File: src/rtl/npc_regfile_pkg.sv
// npc_pkg: shared width, register-index type and zero-register constant for the register file
// Contents:
//   XLEN      default data width
//   NREG      default register count
//   reg_idx_t register index type for the default register count
//   REG_ZERO  hard-wired zero register index
package npc_pkg;
    localparam int XLEN = 32;
    localparam int NREG = 32;
    localparam int AW   = $clog2(NREG);
    typedef logic [AW-1:0] reg_idx_t;
    localparam reg_idx_t REG_ZERO = '0;
endpackage

File: src/rtl/npc_regfile_sb.sv
// npc_regfile_sb: busy-bit scoreboard, one pending-producer bit per register
// Ports:
//   clk, rst      clock, asynchronous active-low reset
//   i_set_en      issue strobe
//   i_set_idx     register claimed by the issue
//   i_clr         per-register clear vector from this cycle's writes
//   i_raddr       NRD packed lookup addresses
//   o_busy        NRD busy bits, one per lookup address
module npc_regfile_sb #(
    parameter int NREG = 32,
    parameter int NRD  = 2,
    localparam int AW  = $clog2(NREG)
) (
    input  logic              clk,
    input  logic              rst,
    input  logic              i_set_en,
    input  logic [AW-1:0]     i_set_idx,
    input  logic [NREG-1:0]   i_clr,
    input  logic [NRD*AW-1:0] i_raddr,
    output logic [NRD-1:0]    o_busy
);
    import npc_pkg::*;
    logic [NREG-1:0] r_busy;
    logic [NREG-1:0] w_set;
    always_comb begin
        w_set = '0;
        w_set[i_set_idx] = i_set_en && i_set_idx != AW'(REG_ZERO);
    end
    // Set is applied after clear so a same-cycle issue (the newer producer) keeps the bit.
    always_ff @(posedge clk or negedge rst)
        if (!rst) r_busy <= '0;
        else r_busy <= (r_busy & ~i_clr) | w_set;
    for (genvar r = 0; r < NRD; r++) begin : g_rd
        assign o_busy[r] = r_busy[i_raddr[r*AW +: AW]];
    end
endmodule

File: src/rtl/npc_regfile.sv
// npc_regfile: flop-based register file with two write ports, NRD read ports and busy scoreboard
// Build option: define NPC_REGFILE_BYPASS_EN to forward same-cycle writes to read ports.
// Ports:
//   clk, rst            clock, asynchronous active-low reset
//   we, waddr, wdata    two write ports, port 1 has priority
//   iss_valid, iss_rd   issue strobe marking iss_rd busy
//   raddr, rdata, rbusy NRD combinational read ports with busy flags
//   dbg_addr, dbg_data  side-effect-free debug read, never bypassed
module npc_regfile #(
    parameter int XLEN = npc_pkg::XLEN,
    parameter int NREG = 32,
    parameter int NRD  = 2,
    localparam int AW  = $clog2(NREG)
) (
    input  logic                clk,
    input  logic                rst,
    input  logic [1:0]          we,
    input  logic [2*AW-1:0]     waddr,
    input  logic [2*XLEN-1:0]   wdata,
    input  logic                iss_valid,
    input  logic [AW-1:0]       iss_rd,
    input  logic [NRD*AW-1:0]   raddr,
    output logic [NRD*XLEN-1:0] rdata,
    output logic [NRD-1:0]      rbusy,
    input  logic [AW-1:0]       dbg_addr,
    output logic [XLEN-1:0]     dbg_data
);
    import npc_pkg::*;
    logic [XLEN-1:0] r_mem [NREG];
    logic [1:0]      w_wen;
    logic [NREG-1:0] w_clr;
    logic [NRD-1:0]  w_busy;
    // Writes to x0 are masked here so x0 is never written, cleared or forwarded.
    for (genvar p = 0; p < 2; p++) begin : g_wen
        assign w_wen[p] = we[p] && waddr[p*AW +: AW] != AW'(REG_ZERO);
    end
    always_comb begin
        w_clr = '0;
        for (int i = 0; i < NREG; i++)
            w_clr[i] = (w_wen[0] && waddr[0 +: AW] == AW'(i)) || (w_wen[1] && waddr[AW +: AW] == AW'(i));
    end
    // Port 1 is assigned last so it wins a same-register collision.
    always_ff @(posedge clk or negedge rst)
        if (!rst) begin
            for (int i = 0; i < NREG; i++) r_mem[i] <= '0;
        end else begin
            if (w_wen[0]) r_mem[waddr[0 +: AW]] <= wdata[0 +: XLEN];
            if (w_wen[1]) r_mem[waddr[AW +: AW]] <= wdata[XLEN +: XLEN];
        end
    assign dbg_data = r_mem[dbg_addr];
    npc_regfile_sb #(.NREG(NREG), .NRD(NRD)) u_sb (
        .clk       (clk),
        .rst       (rst),
        .i_set_en  (iss_valid),
        .i_set_idx (iss_rd),
        .i_clr     (w_clr),
        .i_raddr   (raddr),
        .o_busy    (w_busy)
    );
    for (genvar r = 0; r < NRD; r++) begin : g_rd
        logic [AW-1:0] w_ra;
        assign w_ra = raddr[r*AW +: AW];
`ifdef NPC_REGFILE_BYPASS_EN
        logic w_hit0, w_hit1;
        assign w_hit0 = w_wen[0] && waddr[0 +: AW] == w_ra;
        assign w_hit1 = w_wen[1] && waddr[AW +: AW] == w_ra;
        assign rdata[r*XLEN +: XLEN] = w_hit1 ? wdata[XLEN +: XLEN] : w_hit0 ? wdata[0 +: XLEN] : r_mem[w_ra];
        assign rbusy[r] = w_busy[r] && !(w_hit0 || w_hit1);
`else
        assign rdata[r*XLEN +: XLEN] = r_mem[w_ra];
        assign rbusy[r] = w_busy[r];
`endif
    end
endmodule

File: config.mk
export PLATFORM = sky130hd
export DESIGN_NAME = npc_regfile
export DESIGN_NICKNAME = d
export VERILOG_FILES = /design/src/rtl/npc_regfile_pkg.sv /design/src/rtl/npc_regfile_sb.sv /design/src/rtl/npc_regfile.sv
export SDC_FILE = /design/constraint.sdc
export NUM_CORES = 2
export LEC_CHECK = 0
export BUFFER_PORTS_ARGS = -buffer_cell sky130_fd_sc_hd__buf_2
export CORE_MARGIN = 2
export CORE_UTILIZATION = 30
export CTS_BUF_LIST = sky130_fd_sc_hd__clkbuf_8 sky130_fd_sc_hd__clkbuf_16
export DETAILED_ROUTE_END_ITERATION = 7
export REMOVE_ABC_BUFFERS = 1
export SLEW_MARGIN = 40
export SYNTH_ARGS = -nofsm -noshare
export SYNTH_HDL_FRONTEND = slang
export SYNTH_SLANG_ARGS = --single-unit
File: constraint.sdc
create_clock -name clk -period 3 [get_ports clk]
set_clock_uncertainty 0.15 [all_clocks]
set_input_delay 0.6 -clock clk [delete_from_list [all_inputs] [get_ports clk]]
set_output_delay 0.6 -clock clk [all_outputs]
set_load 0.1 [all_outputs]
==> impl_metrics.ini <==
[logic_synthesis]
ys.flop_type = dfrtp_1
yosys_warnings = 0
synth_top_cell_by_area = dfrtp_1
synthTopCellsByArea = dfrtp_1 (35%), mux2i_1 (34%), a21oi_1 (5.4%)
synthArstFlopShare_pct = 100
synth_area_per_cell_sq_um = 9.05
syn_area_sq_um = 75100
synthCells = 8302
ys_seq_area_share_pct = 35.2
synth_edf_count = 0
ys_ff_latch = 1056
synth.top_cell.area_share_pct = 35.2
yosysUniqueCellTypes = 40

[drt]
viasPerCell = 5.99
wl_per_cell_um = 29.6
postRouteAntennaNets = 0
vias = 72346
first_iter_violations = 9586
drcViolationCount = 3
wirelength_um = 358000
first_pass_iters = 8

[sta]
setup_slack_ns = -0.192
rsz0062_at_grt = yes
fmax_mhz = 313
timing_worst_slew_pin_value_ns = 0.918
setup_viol = 82
hold_viol_final = 0
fin_crit_sh_pct = 106
period_minus_slack_ns = 3.19
slew_headroom_pct = 38.6
hold_ws_ns = 0.121
slew_viol_final = 0

[cells_and_area]
drive_gt1_share_pct = 20.0
final_cells = 12084
syn_to_final_growth_pct = 30.0
nNetsFinal = 8739
final_area_sq_um = 97700

[clock_tree]
cts_tree = done
clockRootBuffer = clkbuf_16
clock_sinks = 1056
path_clk_slew_ns = 0.06
clk_path_buf_depth = 3
htree_levels = 3
cts_buffers = 120
clk_latency_ns = 0.81

[pwr]
p_per_area_nw_per_um2 = 594
vdd_drop_max_uv = 555
power_leakage_uw = 0.0463
finalPower_uw = 58000

[placement]
pre_cts_ws_ns = -0.516
dp_cells = 11622
dp_hpwl_um = 219000
placed_area_sq_um = 86500
numPortBuffers = 196
gp_congestion = 0.977

[min_path]
hold_start = iss_rd[2]
hp-class = in2reg

[critical_path]
timing.rr.start = r_mem[944]$_DFF_PN0_
crit_type = in2out
cp-start-kind = primary input
max_stage_delay_ns = 0.26
crit_path_cell_trace = buf_12 -> buf_6 -> nor2b_4 -> buf_12 -> buf_16 -> buf_12 -> buf_12 -> a22o_1 -> nor3_1 -> a31oi_2 -> nand3_2 -> buf_12
worstPathMaxFanout = 5
path_buf_inv = 7
cpMostUsedCell = buf_12
critPathLaunch = raddr[5]
crit_slowest_cell = a31oi_2
end_kind = primary output
worst_ep_required_time_ns = 2.25
crit_family = buffers and inverters
critPathArrivalTime_ns = 2.44

[floorplanning]
start_util_pct = 30.2
rows = 183
die_area_sq_um = 254000
core_area_sq_um = 249000
die_h_um = 504
ios = 197
die_w_um = 504

[global_route]
grt_pass1_wl_um = 507000
track_usage_pct = 26.7
grt_pass1_vias = 70465
grt_antenna_before_repair = 30
overflow = 0
grt_max_degree = 93

[job]
maxCapViolCount = 0

[status]
violations = DRC, setup timing
status = finished with violations
[timing repair]
| item | CTS | global route |
|---|---|---|
| endpoints found under the hold margin | 16 | 0 |
| buffers inserted | 139 | 96 |
| pin swaps | 236 | 212 |
| hold buffers | 1 | 0 |
| cloned | 36 | 18 |
| gates resized for setup | 593 | 177 |
| endpoints found under the setup margin | 98 | 97 |
[per-layer routing]
layer  GRT usage, %  share of wire, %  vias up
li1               -                 -    30663
met1           35.1                40    35629
met2           39.4                42     4769
met3           6.75                11     1261
met4           16.0               6.7       24
met5              0             0.040        -
[power breakdown]
part / internal, uW / switching, uW
Sequential: 17900 / 4390
Combinational: 8890 / 10700
Clock: 9240 / 6890
[final timing paths]
kind / end / slack [ns] / depth (start not counted)
max in group asynchronous: r_mem[632]$_DFF_PN0_ / 1.36 / 4
worst min register to register: u_sb.r_busy[0]$_DFF_PN0_ / 0.27 / 0
worst max-delay path: rdata[60] / -0.19 / 12
worst min-delay path: u_sb.r_busy[11]$_DFF_PN0_ / 0.12 / 4
min in group asynchronous: r_mem[103]$_DFF_PN0_ / 0.28 / 2
worst max register to register: r_mem[944]$_DFF_PN0_ / 1.80 / 4
[flip-flops by register name (all words and copies together), names as in the netlist]
register     count
u_sb.r_busy     32
r_mem         1024
[Yosys cell counts, drive strengths merged, types with 19 or more instances]
cell type / number
a32o: 19
a22oi: 294
nor2: 546
o21ai: 487
a22o: 201
dfrtp: 1056
nand3: 297
nand2: 836
a21oi: 811
a31oi: 98
clkbuf: 557
buf: 371
mux2i: 2558
nor3: 104
[metrics by stage]
step / utilization [%] / TNS (ns)
after global placement: 34.7 / -28.19
after global routing: 39.2 / -8.46
after floorplan: - / -561.85
after CTS: 38.4 / -5.90
after detailed placement: 34.7 / -27.47
final: 39.2 / -6.01
[worst min-delay path: stages]
cell and delay [ns]:
buf_2 0.17, nor3b_1 0.12, nand2_1 0.07, o21ai_0 0.07
[kinds of logic (layout without fill, tap and decap cells)]
| logic type | after synthesis | count (layout) | synth area share, % |
|---|---|---|---|
| flops | 1056 | 1056 | 35.2 |
| other cells | 0 | 11 | 0 |
| compound gates | 1912 | 1912 | 15.0 |
| mux | 2558 | 2558 | 34.1 |
| buf+inv | 935 | 1376 | 5.42 |
| simple gates | 1841 | 1841 | 10.3 |
[layout make-up]
| cell class | count | area, sq um |
|---|---|---|
| diodes | 11 | 27.5 |
| clock buffers | 150 | 3420 |
| clock inverters | 75 | 836 |
| fillers | 23829 | 151000 |
| inverters | 7 | 26.3 |
| multi-input cells | 6311 | 47600 |
| flip-flops and latches | 1056 | 26400 |
| well taps | 3330 | 4170 |
| repair buffers | 1144 | 15100 |
[cells in the final DEF, fill, tap and decap left out, drive strengths merged, types with 5 or more instances in the layout]
| cell | instances |
|---|---|
| nand2 | 836 |
| dfrtp | 1056 |
| nor2b | 9 |
| or2 | 5 |
| a31oi | 98 |
| clkinv | 29 |
| bufbuf | 11 |
| a22oi | 294 |
| mux2i | 2558 |
| nor3 | 104 |
| nand3 | 297 |
| diode | 11 |
| buf | 1114 |
| inv | 32 |
| clkinvlp | 7 |
| bufinv | 14 |
| a21oi | 811 |
| nor3b | 8 |
| clkbuf | 168 |
| a22o | 201 |
| o21ai | 487 |
| nor2 | 546 |
| nand2b | 14 |
| a32o | 19 |
Note: power is estimated with default switching activity, not from simulation.
